`src/rtl/instr_mem_loader_pkg.sv`:
```
// instr_mem_loader_pkg: shared loader state type and word geometry
package instr_mem_loader_pkg;
  typedef enum logic [1:0] {IDLE, LOAD, DONE, ERROR} loader_state_t;
  localparam int BYTES_PER_WORD = 4;
endpackage

```
`src/rtl/instr_mem_loader_if.sv`:
```
// instr_mem_loader_if: byte-stream valid/ready channel feeding the loader
//   byte_valid/byte_data/byte_last: source -> loader
//   byte_ready: loader -> source
interface instr_mem_loader_if;
  logic       byte_valid;
  logic [7:0] byte_data;
  logic       byte_last;
  logic       byte_ready;
  modport master(output byte_valid, byte_data, byte_last, input byte_ready);
  modport slave(input byte_valid, byte_data, byte_last, output byte_ready);
endinterface

```
`src/rtl/instr_mem_loader_byte_packer.sv`:
```
// instr_mem_loader_byte_packer: packs accepted bytes little-endian into 32-bit words
//   clr_i: drop any partial word; hs_i: byte accepted this cycle
//   data_i/last_i: accepted byte and end-of-image flag
//   word_o: buffer merged with the current byte; word_valid_o: this handshake closes a word
module instr_mem_loader_byte_packer
  import instr_mem_loader_pkg::*;
(
  input  logic                          clk,
  input  logic                          rst,
  input  logic                          clr_i,
  input  logic                          hs_i,
  input  logic                          last_i,
  input  logic [7:0]                    data_i,
  output logic [8*BYTES_PER_WORD-1:0]   word_o,
  output logic                          word_valid_o
);
  logic [1:0]                  idx_q, idx_d;
  logic [8*BYTES_PER_WORD-1:0] buf_q, buf_d;
  // Lanes at and above idx_q are always zero, so OR-ing the new byte in is enough
  // and a short final word comes out zero-filled.
  always_comb begin
    word_o       = buf_q | ((8*BYTES_PER_WORD)'(data_i) << {idx_q, 3'b000});
    word_valid_o = hs_i & (idx_q == 2'd3 | last_i);
    idx_d        = clr_i | word_valid_o ? 2'd0 : hs_i ? idx_q + 2'd1 : idx_q;
    buf_d        = clr_i | word_valid_o ? '0 : hs_i ? word_o : buf_q;
  end
  always_ff @(posedge clk or posedge rst)
    if (rst) begin
      idx_q <= '0;
      buf_q <= '0;
    end else begin
      idx_q <= idx_d;
      buf_q <= buf_d;
    end
endmodule

```
`src/rtl/instr_mem_loader.sv`:
```
// instr_mem_loader: streams a byte image into instruction memory as 32-bit word writes
//   start_i: begin a session; s_i: byte stream (slave side)
//   wr_en_o/wr_addr_o/din_o: one-cycle write into the instruction memory
//   cpu_hold_o: keep the CPU in reset; done_o/overflow_o/word_count_o: session status
module instr_mem_loader
  import instr_mem_loader_pkg::*;
#(
  parameter int                    ADDR_WIDTH = 32,
  parameter int                    DATA_WIDTH = 32,
  parameter logic [ADDR_WIDTH-1:0] BASE_ADDR  = '0,
  parameter int                    MAX_WORDS  = 1024,
  localparam int                   CW         = $clog2(MAX_WORDS + 1)
) (
  input  logic                  clk,
  input  logic                  rst,
  input  logic                  start_i,
  instr_mem_loader_if.slave     s_i,
  output logic                  wr_en_o,
  output logic [ADDR_WIDTH-1:0] wr_addr_o,
  output logic [DATA_WIDTH-1:0] din_o,
  output logic                  cpu_hold_o,
  output logic                  done_o,
  output logic                  overflow_o,
  output logic [CW-1:0]         word_count_o
);
  loader_state_t         state_q, state_d;
  logic                  wr_en_q, wr_en_d;
  logic [ADDR_WIDTH-1:0] wr_addr_q, wr_addr_d;
  logic [DATA_WIDTH-1:0] din_q, din_d;
  logic [CW-1:0]         word_count_q, word_count_d;
  logic                  hs, clr, wv, full;
  logic [DATA_WIDTH-1:0] word;
  assign hs  = s_i.byte_valid & (state_q == LOAD);
  assign clr = start_i & (state_q != LOAD);
  instr_mem_loader_byte_packer u_packer (
    .clk          (clk),
    .rst          (rst),
    .clr_i        (clr),
    .hs_i         (hs),
    .last_i       (s_i.byte_last),
    .data_i       (s_i.byte_data),
    .word_o       (word),
    .word_valid_o (wv)
  );
  always_comb begin
    full         = word_count_q == CW'(MAX_WORDS);
    state_d      = state_q;
    wr_en_d      = 1'b0;
    wr_addr_d    = wr_addr_q;
    din_d        = din_q;
    word_count_d = word_count_q;
    if (clr) begin
      state_d      = LOAD;
      word_count_d = '0;
    end else if (wv & full) begin
      state_d = ERROR;
    end else if (wv) begin
      wr_en_d      = 1'b1;
      wr_addr_d    = BASE_ADDR + (ADDR_WIDTH'(word_count_q) << 2);
      din_d        = word;
      word_count_d = word_count_q + CW'(1);
      state_d      = s_i.byte_last ? DONE : LOAD;
    end
  end
  always_ff @(posedge clk or posedge rst)
    if (rst) begin
      state_q      <= IDLE;
      wr_en_q      <= 1'b0;
      wr_addr_q    <= '0;
      din_q        <= '0;
      word_count_q <= '0;
    end else begin
      state_q      <= state_d;
      wr_en_q      <= wr_en_d;
      wr_addr_q    <= wr_addr_d;
      din_q        <= din_d;
      word_count_q <= word_count_d;
    end
  assign s_i.byte_ready = state_q == LOAD;
  assign cpu_hold_o     = state_q == LOAD | state_q == ERROR;
  assign done_o         = state_q == DONE;
  assign overflow_o     = state_q == ERROR;
  assign wr_en_o        = wr_en_q;
  assign wr_addr_o      = wr_addr_q;
  assign din_o          = din_q;
  assign word_count_o   = word_count_q;
endmodule

```
`src/flat_wrapper.sv`:
```
// flat-port wrapper written by rule: the top's interface ports become plain ports
module instr_mem_loader_flat import instr_mem_loader_pkg::*;
#(
  parameter int                    ADDR_WIDTH = 32,
  parameter int                    DATA_WIDTH = 32,
  parameter logic [ADDR_WIDTH-1:0] BASE_ADDR  = '0,
  parameter int                    MAX_WORDS  = 1024,
  localparam int                   CW         = $clog2(MAX_WORDS + 1)
)
  (clk, rst, start_i, wr_en_o, wr_addr_o, din_o, cpu_hold_o, done_o, overflow_o, word_count_o, s_i_byte_valid, s_i_byte_data, s_i_byte_last, s_i_byte_ready);
  instr_mem_loader_if s_i_i ();
  input  logic clk;
  input  logic rst;
  input  logic start_i;
  output logic wr_en_o;
  output logic [ADDR_WIDTH-1:0] wr_addr_o;
  output logic [DATA_WIDTH-1:0] din_o;
  output logic cpu_hold_o;
  output logic done_o;
  output logic overflow_o;
  output logic [CW-1:0] word_count_o;
  input wire logic [$bits(s_i_i.byte_valid)-1:0] s_i_byte_valid;
  input wire logic [$bits(s_i_i.byte_data)-1:0] s_i_byte_data;
  input wire logic [$bits(s_i_i.byte_last)-1:0] s_i_byte_last;
  output wire logic [$bits(s_i_i.byte_ready)-1:0] s_i_byte_ready;
  assign s_i_i.byte_valid = s_i_byte_valid;
  assign s_i_i.byte_data = s_i_byte_data;
  assign s_i_i.byte_last = s_i_byte_last;
  assign s_i_byte_ready = s_i_i.byte_ready;
  instr_mem_loader #(.ADDR_WIDTH(ADDR_WIDTH), .DATA_WIDTH(DATA_WIDTH), .BASE_ADDR(BASE_ADDR), .MAX_WORDS(MAX_WORDS)) u_core (.clk(clk), .rst(rst), .start_i(start_i), .s_i(s_i_i), .wr_en_o(wr_en_o), .wr_addr_o(wr_addr_o), .din_o(din_o), .cpu_hold_o(cpu_hold_o), .done_o(done_o), .overflow_o(overflow_o), .word_count_o(word_count_o));
endmodule
```
`config.mk`:
```
export PLATFORM = sky130hd
export DESIGN_NAME = instr_mem_loader_flat
export DESIGN_NICKNAME = d
export VERILOG_FILES = /design/src/rtl/instr_mem_loader_pkg.sv /design/src/rtl/instr_mem_loader_if.sv /design/src/rtl/instr_mem_loader_byte_packer.sv /design/src/rtl/instr_mem_loader.sv /design/src/flat_wrapper.sv
export SDC_FILE = /design/constraint.sdc
export NUM_CORES = 1
export LEC_CHECK = 0
export BUFFER_PORTS_ARGS = -buffer_cell sky130_fd_sc_hd__buf_2
export CORE_UTILIZATION = 50
export DETAILED_ROUTE_END_ITERATION = 6
export GPL_ROUTABILITY_DRIVEN = 0
export GPL_TIMING_DRIVEN = 0
export PLACE_DENSITY = 0.75
export SYNTH_ARGS = -nofsm -noshare
export SYNTH_HDL_FRONTEND = slang
export SYNTH_SLANG_ARGS = --single-unit
```
`constraint.sdc`:
```
create_clock -name clk -period 4 [get_ports clk]
set_input_delay 0.2 -clock clk [delete_from_list [all_inputs] [get_ports clk]]
set_output_delay 0.2 -clock clk [all_outputs]
set_load 0.02 [all_outputs]
```
==> summary.txt, run 1 <==
Run status
  • Status: finished clean

Routing
  • Total number of vias: 3,342
  • First DRT Iteration DRCs: 208
  • DRC violations left: 0
  • Via density: 5.71
  • Routed WL: 9790 µm
  • Drt pass-1 iters: 4
  • Remaining antenna violation count: 0
  • Routed len/inst: 16.7 µm

Synth
  • Yosys reg bits: 91
  • Synth warn: 0
  • Post-synth top cells: 91 x dfrtp_1, 73 x o21ai_0, 45 x a21oi_1, 23 x a22o_1, 22 x buf_4
  • Cells after Synth: 382
  • Fraction of registers with async set/reset: 1.00
  • Synth Flop Type: dfrtp_1
  • Syn_area_per_cell: 10.7 µm²
  • Count leader, synth: dfrtp_1
  • Post-synthesis sequential area ratio: 0.557
  • EDFF count, synth: 0
  • Most area-hungry cell type in the Yosys netlist: dfrtp_1
  • Synth top area cells: dfrtp_1 56%, o21ai_0 8.9%, a21oi_1 5.5%
  • Mapped Area: 4090 µm²
  • Count of cell types in the netlist: 42
  • Synth top area share: 0.557

STA
  • FMAX: 0.456 GHz
  • Setup TNS: 0 ns
  • Relative slew slack: 0.625
  • Final hold viol count: 0
  • Fin Clk Skew: 0.0127 ns
  • Setup ws final: 1.81 ns
  • # setup viols final: 0
  • Period minus WS final: 2.19 ns
  • Slew Limit Fails: 0
  • Tightest Pin Transition: 0.560 ns
  • Unrepaired setup endpoints after global routing: no
  • Period utilization: 0.548

Floorplan
  • Core footprint: 7810 µm²
  • Die H: 92.4 µm
  • Die span in x: 92.4 µm
  • Die area: 8540 µm²
  • Starting Density: 0.523
  • Rows: 32
  • Io pins: 93

Hold path
  • Hold Crit Start: s_i_byte_last
  • Hold/Removal Path Class: input pin to flop
  • Min-Delay Path Depth: 2
  • Worst Hold Path EP: u_core.state_q[0]

Setup path
  • CP peak stage delay: 0.48 ns
  • Top Family by Delay on Critical Path: simple AND/OR/NAND/NOR gates
  • CP arrival: 2.49 ns
  • Most used cell, CP: nor2_1
  • FF-to-FF End: u_core.u_packer.buf_q[10]
  • Worst path bufs/invs: 1
  • Worst-path fanout max: 10
  • Worst setup path category: flop to flop
  • Worst R2R Path Depth: 6
  • WP data required: 4.30 ns
  • Crit end category: flop
  • Worst r2r src: u_core.u_packer.idx_q[0]
  • Startpoint Class: flop
  • Slowest-stage cell, CP: dfrtp_1
  • Flop2flop setup slack: 1.81 ns
  • Crit path cell chain: ha_1 > nor2_1 > nor2_1 > nor2_1 > buf_2 > a22o_1

Global route
  • GRT Overall Usage: 0.244
  • Largest net degree at the start of global routing: 62
  • GR Util met1: 0.324
  • Met3 Resource Use GR: 0.0616
  • Total grt overflow: 0
  • Vias in the first global route: 3,125
  • First-pass GRT wire length: 15,900 µm
  • Gr busiest metal: met2
  • Number of antenna violations at the first check in global routing: 0
  • Met2 Usage GRT: 0.396

Clocking
  • CTS H-Tree Depth: 3
  • Resized cells post-CTS: 0
  • Clock Latency Late Sink: 0.36 ns
  • CTS sink count: 91
  • Root Driver: clkbuf_8
  • CTS Buf Count: 9
  • CTS tree: built
  • Clock Tree Buf Depth: 2
  • Postcts setup bufs: 0
  • Hold buffer count at cts: 1
  • Clock-pin slew on the worst setup and hold paths: 0.09 ns

Cells and area
  • Area grow syn2layout: 19.0%
  • Share of layout cells above drive strength 1: 0.280
  • Final-stage net count: 494
  • Ant. Diodes: 0
  • Fill cells: 660

Pwr
  • Pleak: 2.46 nW
  • Pwr Density: 614 nW/µm²
  • Worst vdd ir: 318 µV

Job
  • Max-Cap Viols: 0

Placed design
  • IO buf count: 63
  • Post-DP HPWL: 6690 µm
  • Pre-CTS WS: 1.94 ns
==> cells in the final DEF, fill, tap and decap left out, types with 2 or more instances in the layout <==
cell	instances
nand2_1	7
and2_1	3
nand3_1	8
buf_2	67
o21ai_0	73
buf_6	2
or4_1	4
nor2b_1	2
mux2_2	2
buf_4	22
inv_1	5
nor4_1	2
dfrtp_1	91
clkbuf_1	14
clkbuf_8	12
buf_1	4
o211ai_1	5
nand2b_1	3
ha_1	3
and4_1	2
a21oi_1	45
o31ai_1	5
conb_1	21
nor2_1	16
mux2_4	7
and3_1	5
a22o_1	23
clkbuf_2	8
==> worst reg2reg max path, stage by stage (launching register included) <==
cell     delay [ns]
dfrtp_1        0.48
ha_1           0.25
nor2_1         0.33
nor2_1         0.20
nor2_1         0.37
buf_2          0.32
a22o_1         0.19
==> through the flow <==
stage | hold WS, ns | std cells | cell area [µm²] | power [W] | util
after global placement | 0.436 | 567 | 4600 | 0.00228 | 0.590
final | 0.0517 | 585 | 4860 | 0.00299 | 0.623
after floorplan | 0.285 | 402 | 4160 | 0.00198 | -
after detailed placement | 0.229 | 568 | 4630 | 0.00232 | 0.594
after CTS | 0.0502 | 585 | 4860 | 0.00299 | 0.623
after global routing | 0.0551 | 585 | 4860 | 0.00315 | 0.623
==> final cells by class <==
| cell class | instances | area (µm²) | area share |
|---|---|---|---|
| clock buffer | 12 | 165 | 0.0340 |
| clock inverter | 4 | 55.1 | 0.0113 |
| timing repair buffer | 65 | 353 | 0.0725 |
| sequential | 91 | 2280 | 0.468 |
| tap | 102 | 128 | 0.0262 |
| inverter | 7 | 36.3 | 0.00746 |
| buffer | 55 | 335 | 0.0689 |
| multi-input combinational | 249 | 1520 | 0.311 |
==> registers in the layout, summed over array words and instances, names as in the netlist <==
register,count
u_core.din_o,32
u_core.u_packer.buf_q,32
u_core.word_count_o,11
u_core.wr_addr_o,11
u_core.state_q,2
u_core.u_packer.idx_q,2
u_core.wr_en_o,1
==> kinds of logic (layout without fill, tap and decap cells) <==
group | count (synthesis) | in the layout | synth area share
AND/OR/NAND/NOR | 61 | 61 | 0.0879
buffers and inverters | 62 | 143 | 0.0903
flip-flops | 91 | 91 | 0.557
multiplexers | 9 | 9 | 0.0312
AO/OA/AOI/OAI | 154 | 154 | 0.221
other | 1 | 21 | 0.000918
XOR/XNOR | 1 | 1 | 0.00214
adder cells (fa/ha/maj) | 3 | 3 | 0.00919
==> power breakdown <==
| group | switching [W] | internal, W | total (W) |
|---|---|---|---|
| Clock | 0.000335 | 0.000344 | 0.000679 |
| Sequential | 0.000154 | 0.00114 | 0.00129 |
| Combinational | 0.000651 | 0.000367 | 0.00102 |
| Total | 0.00114 | 0.00185 | 0.00299 |
==> worst max-delay path by stage <==
stage,startpoint,to,slack (ns),cells after the start
6_report,u_core.u_packer.idx_q[0],u_core.u_packer.buf_q[10],1.81,6
5_1_grt,u_core.u_packer.idx_q[0],u_core.u_packer.buf_q[7],1.73,6
3_3_place_gp,rst,u_core.din_o[30],0.49,2
2_1_floorplan,rst,u_core.din_o[0],1.44,1
3_5_place_dp,u_core.u_packer.idx_q[0],u_core.u_packer.buf_q[10],1.94,6
4_1_cts,u_core.u_packer.idx_q[0],u_core.u_packer.buf_q[10],1.89,6
==> routing by layer <==
| metal | up-vias | wire length, µm |
|---|---|---|
| li1 | 1518 | - |
| met1 | 1687 | 4300 |
| met2 | 123 | 4800 |
| met3 | 14 | 565 |
| met4 | 0 | 124 |
| met5 | - | 0 |
(Power assumes the default switching activity.)
==> run 2: changes to the inputs <==
--- a/config.mk
+++ b/config.mk
@@ -5,12 +5,13 @@
 export SDC_FILE = /design/constraint.sdc
 export NUM_CORES = 1
 export LEC_CHECK = 0
+export ABC_AREA = 1
 export BUFFER_PORTS_ARGS = -buffer_cell sky130_fd_sc_hd__buf_2
 export CORE_UTILIZATION = 50
 export DETAILED_ROUTE_END_ITERATION = 6
 export GPL_ROUTABILITY_DRIVEN = 0
 export GPL_TIMING_DRIVEN = 0
-export PLACE_DENSITY = 0.75
+export PLACE_DENSITY = 0.74
 export SYNTH_ARGS = -nofsm -noshare
 export SYNTH_HDL_FRONTEND = slang
 export SYNTH_SLANG_ARGS = --single-unit
==> constraint.sdc (replaced) <==
create_clock -name clk -period 2.1 [get_ports clk]
set_input_delay 0.105 -clock clk [delete_from_list [all_inputs] [get_ports clk]]
set_output_delay 0.105 -clock clk [all_outputs]
set_load 0.02 [all_outputs]
==> summary.txt, run 2 <==
Clocking
  • Postcts setup bufs: 0 (unchanged)
  • CTS tree: built
  • CTS Buf Count: 9 (unchanged)
  • CTS H-Tree Depth: 3 (unchanged)
  • CTS sink count: 91 (unchanged)
  • Clock-pin slew on the worst setup and hold paths: 0.09 ns (about the same)
  • Clock Tree Buf Depth: 2 (unchanged)
  • Clock Latency Late Sink: 0.35 ns (about the same)
  • Root Driver: clkbuf_8

Placed design
  • IO buf count: 71 (+13%)
  • Post-DP HPWL: 7020 µm (+4.8%)
  • Pre-CTS WS: 0.279 ns (-1.66 ns)

STA
  • FMAX: 0.563 GHz (+24%)
  • Period utilization: 0.845 (+0.297)
  • Final hold slack: 0.0393 ns (-0.0125 ns)
  • # setup viols final: 0 (unchanged)
  • Relative slew slack: 0.605 (-0.0199)
  • Setup TNS: 0 ns (unchanged)
  • Period minus WS final: 1.78 ns (-0.417 ns)
  • Slew Limit Fails: 0 (unchanged)
  • Fin Clk Skew: 0.0114 ns (-0.00125 ns)
  • Setup ws final: 0.325 ns (-1.48 ns)
  • Final hold viol count: 0 (unchanged)
  • Unrepaired setup endpoints after global routing: no
  • Tightest Pin Transition: 0.591 ns (+0.0307 ns)

Run status
  • Status: finished clean

Cells and area
  • Final-stage net count: 602 (+22%)
  • Area grow syn2layout: 20.5%
  • Share of layout cells above drive strength 1: 0.264 (-0.0155)
  • Fill cells: 727 (+10%)
  • Utilization of the core after routing: 0.624 (+0.000952)
  • Ant. Diodes: 0 (unchanged)
  • Most frequent cells in the layout: 136 x nand2_1, 91 x dfrtp_1, 77 x buf_2
  • Commonest non-fill, non-tap cell in the layout: nand2_1

Routing
  • Remaining antenna violation count: 0 (unchanged)
  • First DRT Iteration DRCs: 132 (-37%)
  • Drt pass-1 iters: 5 (+1)
  • Routed len/inst: 13.7 µm (-18%)
  • Total number of vias: 3,492 (+4.5%)
  • Via density: 5.02 (-12%)
  • DRC violations left: 0 (unchanged)
  • Routed WL: 9550 µm (-2.4%)

Synth
  • EDFF count, synth: 0 (unchanged)
  • Fraction of registers with async set/reset: 1.00 (unchanged)
  • Yosys reg bits: 91 (unchanged)
  • Synth Flop Type: dfrtp_1
  • Cells after Synth: 480 (+26%)
  • Synth top area cells: dfrtp_1 54%, nand2_1 12%, buf_4 4.2%
  • Synth warn: 0 (unchanged)
  • Mapped Area: 4250 µm² (+4.1%)
  • Count leader, synth: nand2_1
  • Post-synthesis sequential area ratio: 0.535 (-0.0220)
  • Synth top area share: 0.535 (-0.0220)
  • Most area-hungry cell type in the Yosys netlist: dfrtp_1
  • Count of cell types in the netlist: 34 (-19%)
  • Syn_area_per_cell: 8.86 µm² (-17%)
  • Post-synth top cells: 136 x nand2_1, 91 x dfrtp_1, 46 x inv_1, 35 x o21ai_0, 24 x buf_4

Pwr
  • Clk network pwr share: 0.234 (+0.007)
  • Sw frac: 0.396 (+0.0144)
  • Pwr Density: 1190 nW/µm² (+94%)
  • Worst vdd ir: 681 µV (+110%)
  • Internal power: 0.00368 W (+99%)
  • Net switching power: 0.00242 W (+110%)
  • Pleak: 2.67 nW (+8.4%)
  • Sequential share of power: 0.393 (-0.039)
  • Logic gate share of total power: 0.372 (+0.031)

Global route
  • GRT Overall Usage: 0.229 (-0.0145)
  • Vias in the first global route: 3,229 (+3.3%)
  • Number of antenna violations at the first check in global routing: 0 (unchanged)
  • First-pass GRT wire length: 15,600 µm (-1.8%)
  • Largest net degree at the start of global routing: 43 (-31%)
  • Total grt overflow: 0 (unchanged)

Floorplan
  • Die span in x: 94.2 µm (+2.0%)
  • Die H: 94.2 µm (+2.0%)
  • Io pins: 93 (unchanged)
  • Starting Density: 0.518 (-0.00566)
  • Rows: 33 (+3.1%)
  • Core footprint: 8220 µm² (+5.2%)
  • Die area: 8880 µm² (+4.0%)

Setup path
  • Startpoint Class: flop
  • Slowest-stage cell, CP: dfrtp_1
  • CP arrival: 1.99 ns (-0.50 ns)
  • Crit end category: flop
  • Crit path cell chain: inv_1 > ha_1 > nand3_1 > o21ai_2 > clkbuf_1 > o21ai_0
  • WP data required: 2.32 ns (-1.98 ns)
  • Worst setup path category: flop to flop
  • Worst-path fanout max: 10 (unchanged)
  • CP peak stage delay: 0.46 ns (-0.02 ns)

Hold path
  • Hold/Removal Path Class: input pin to flop

Job
  • Max-Cap Viols: 0 (unchanged)
-- run 2: critical path: cells and delay by family (launching register included) --
family | cells | cell delay [ns]
adders and majority gates | 1 | 0.15
buffers and inverters | 2 | 0.49
AOI/OAI and AO/OA | 2 | 0.43
and+or+nand+nor | 1 | 0.11
DFF | 1 | 0.46
-- run 2: cell families (layout without fill, tap and decap cells) --
| logic type | count (synthesis) | in the layout | share of synthesized area |
|---|---|---|---|
| other | 1 | 21 | 0.000882 |
| buffers and inverters | 93 | 184 | 0.116 |
| and+or+nand+nor | 180 | 180 | 0.174 |
| xor gates and xnor gates | 3 | 3 | 0.00618 |
| DFF | 91 | 91 | 0.535 |
| adders and majority gates | 3 | 3 | 0.00882 |
| AOI/OAI and AO/OA | 109 | 109 | 0.159 |
-- run 2: per-layer routing --
metal  up-vias  wire (µm)  global-route usage
li1       1711          -                   -
met1      1680       4390               0.317
met2        90       4610               0.368
met3        11        453              0.0316
met4         0         97              0.0808
met5         -          0                   0
-- run 2: path summary, 6_finish.rpt --
| check | cells after the start | end | startpoint | slack (ns) |
|---|---|---|---|---|
| setup / recovery | 6 | u_core.din_o[18] | u_core.word_count_o[0] | 0.32 |
| hold / removal | 3 | u_core.state_q[0] | start_i | 0.04 |
| setup reg to reg | 6 | u_core.din_o[18] | u_core.word_count_o[0] | 0.32 |
| hold reg to reg | 2 | u_core.din_o[20] | u_core.din_o[20] | 0.48 |
| max in group asynchronous | 5 | u_core.wr_addr_o[9] | rst | 0.93 |
| min in group asynchronous | 3 | u_core.din_o[27] | rst | 0.36 |
-- run 2: timing repair --
action / in CTS / in global routing
hold buffers: 2 / 0
endpoints found under the hold margin: 26 / 0
endpoints found under the setup margin: 0 / 0
gates resized for setup: 0 / 0
-- run 2: layout make-up --
type                            count  area, µm²  area share
Buffer                             42        302      0.0588
Timing Repair Buffer               75        415      0.0810
Inverter                           51        195      0.0381
Clock buffer                        9        124      0.0242
Clock inverter                      7        124      0.0242
Multi-Input combinational cell    316       1560       0.304
Sequential cell                    91       2280       0.444
Tap cell                          105        131      0.0256
-- run 2: power groups by stage --
stage / Clock (W) / Sequential [W] / Combinational, W
6_report: 0.00143 / 0.00240 / 0.00227
4_1_cts: 0.00145 / 0.00240 / 0.00229
5_1_grt: 0.00152 / 0.00245 / 0.00251
3_3_place_gp: 0 / 0.00241 / 0.00222
3_5_place_dp: 0 / 0.00243 / 0.00227
2_1_floorplan: 0 / 0.00278 / 0.00119
-- run 2: per-stage QoR --
stage | instances | area (µm²) | total power [W]
after floorplan | 500 | 4330 | 0.00397
after global placement | 676 | 4820 | 0.00463
after detailed placement | 678 | 4860 | 0.00471
after CTS | 696 | 5130 | 0.00614
after global routing | 696 | 5130 | 0.00648
final | 696 | 5130 | 0.00610
==> run 3: changes to the inputs <==
==> constraint.sdc (replaced) <==
create_clock -name clk -period 1.8 [get_ports clk]
set_input_delay 0.09 -clock clk [delete_from_list [all_inputs] [get_ports clk]]
set_output_delay 0.09 -clock clk [all_outputs]
set_load 0.02 [all_outputs]
==> summary.txt, run 3 (synthesis results as in run 2) <==
Setup path
  • Flop2flop setup slack: 0.15 ns (-0.17 ns)
  • Startpoint Class: flop
  • Worst setup path endpoint: u_core.din_o[4]
  • Worst-path fanout max: 10 (unchanged)
  • CP Launch Point: u_core.u_packer.idx_q[0]
  • WP data required: 2.07 ns (-0.25 ns)
  • Slowest-stage cell, CP: dfrtp_1
  • Worst setup path category: flop to flop
  • CP arrival: 1.92 ns (-0.07 ns)
  • Crit end category: flop
  • Worst r2r src: u_core.u_packer.idx_q[0]
  • Most used cell, CP: nand2_1
  • Worst R2R Path Depth: 10 (+4)
  • CP peak stage delay: 0.39 ns (-0.07 ns)
  • FF-to-FF End: u_core.din_o[4]
  • Crit path cell chain: ha_1 > inv_1 > nand2_1 > nand3_2 > clkinv_1 > o21ai_4 > buf_8 > buf_6 > nand2_1 > o21ai_1

Floorplan
  • Starting Density: 0.518 (unchanged)
  • Die H: 94.2 µm (unchanged)
  • Core footprint: 8220 µm² (unchanged)
  • Die area: 8880 µm² (unchanged)
  • Rows: 33 (unchanged)
  • Die span in x: 94.2 µm (unchanged)
  • Io pins: 93 (unchanged)

STA
  • Period minus WS final: 1.65 ns (-0.130 ns)
  • Relative slew slack: 0.606 (+0.000756)
  • Setup TNS: 0 ns (unchanged)
  • Tightest Pin Transition: 0.590 ns (-0.00113 ns)
  • Final hold viol count: 0 (unchanged)
  • Period utilization: 0.914 (+0.0689)
  • Fin Clk Skew: 0.0131 ns (+0.00166 ns)
  • Slew Limit Fails: 0 (unchanged)
  • # setup viols final: 0 (unchanged)
  • Unrepaired setup endpoints after global routing: no
  • FMAX: 0.608 GHz (+7.9%)

Global route
  • Total grt overflow: 0 (unchanged)
  • Vias in the first global route: 3,229 (unchanged)
  • First-pass GRT wire length: 15,600 µm (unchanged)
  • Number of antenna violations at the first check in global routing: 0 (unchanged)
  • Largest net degree at the start of global routing: 43 (unchanged)
  • GRT Overall Usage: 0.229 (unchanged)

Routing
  • Routed len/inst: 13.7 µm (about the same)
  • Via density: 5.02 (about the same)
  • First DRT Iteration DRCs: 126 (-4.5%)
  • DRC violations left: 0 (unchanged)
  • Remaining antenna violation count: 0 (unchanged)
  • Total number of vias: 3,503 (+0.32%)
  • Routed WL: 9580 µm (+0.27%)
  • Drt pass-1 iters: 4 (-1)

Job
  • Max-Cap Viols: 0 (unchanged)

Cells and area
  • Register area: 2280 µm² (about the same)
  • Most frequent cells in the layout: 136 x nand2_1, 90 x dfrtp_1, 77 x buf_2
  • Final-stage net count: 604 (+0.33%)
  • Share of layout cells above drive strength 1: 0.270 (+0.00586)
  • Area grow syn2layout: 21.2%
  • Ant. Diodes: 0 (unchanged)
  • Area of the multi-input gates: 1570 µm² (+0.48%)
  • Commonest non-fill, non-tap cell in the layout: nand2_1
  • Fill cells: 718 (-1.2%)

Placed design
  • IO buf count: 71 (unchanged)
  • Post-DP HPWL: 7020 µm (unchanged)

Clocking
  • Root Driver: clkbuf_8
  • CTS sink count: 91 (unchanged)
  • CTS H-Tree Depth: 3 (unchanged)
  • Clock-pin slew on the worst setup and hold paths: 0.09 ns (about the same)
  • Clock Latency Late Sink: 0.36 ns (about the same)
  • CTS tree: built
  • Clock Tree Buf Depth: 2 (unchanged)
  • CTS Buf Count: 9 (unchanged)

Run status
  • Status: finished clean

Pwr
  • Pleak: 2.68 nW (+0.48%)
  • Total Power: 0.00715 W (+17%)
  • Pwr Density: 1390 nW/µm² (+17%)
  • Worst vdd ir: 795 µV (+17%)

Hold path
  • Hold/Removal Path Class: input pin to flop
  • Min-Delay Path Depth: 3 (unchanged)
run 3: area by class of cell:
type | count | share of cell area
buffer | 42 | 0.0595
clock buffer | 9 | 0.0240
clock inverter | 7 | 0.0240
inverter | 51 | 0.0379
multi-input combinational | 316 | 0.304
sequential | 91 | 0.442
tap | 105 | 0.0255
timing repair buffer | 77 | 0.0835
run 3: worst max-delay path: cells and delay by family, from the launching register on:
family,cells,cell delay [ns]
compound gates,2,0.20
fa+ha+maj,1,0.21
buf+inv,4,0.48
flops,1,0.39
simple gates,3,0.29
run 3: timing repair:
item,CTS,global route
gates resized for setup,0,5
setup buffers,0,2
setup endpoints to repair,0,35
hold endpoints to repair,26,0
hold buffers,2,0
run 3: how the worst min path moves through the flow:
stage | from | endpoint | slack, ns
after floorplan | start_i | u_core.state_q[0] | 0.22
after global placement | s_i_byte_last | u_core.state_q[1] | 0.33
after detailed placement | rst | u_core.state_q[0] | 0.19
after CTS | start_i | u_core.state_q[0] | 0.01
after global routing | start_i | u_core.state_q[0] | 0.02
final | start_i | u_core.state_q[0] | 0.02
run 3: layer usage:
| metal | track usage | vias up | wire length, µm |
|---|---|---|---|
| met4 | 0.0808 | 0 | 141 |
| met2 | 0.368 | 86 | 4580 |
| met3 | 0.0316 | 14 | 398 |
| met1 | 0.317 | 1688 | 4460 |
| met5 | 0 | - | 0 |
| li1 | - | 1715 | - |
run 3: where the power goes:
| part | internal [W] | switching, W | total (W) |
|---|---|---|---|
| Sequential | 0.00251 | 0.000292 | 0.00280 |
| Combinational | 0.000871 | 0.00181 | 0.00268 |
| Clock | 0.000932 | 0.000740 | 0.00167 |
| Total | 0.00431 | 0.00284 | 0.00715 |
run 3: per-stage QoR:
step	hold slack [ns]	cell area (µm²)	instances	worst slack, ns	utilization
after floorplan	0.217	4330	500	0.269	-
after global placement	0.335	4820	676	0.0289	0.587
after detailed placement	0.186	4860	678	-0.0213	0.591
after CTS	0.0118	5130	696	0.00371	0.624
after global routing	0.0250	5160	698	0.00792	0.628
final	0.0214	5160	698	0.155	0.628
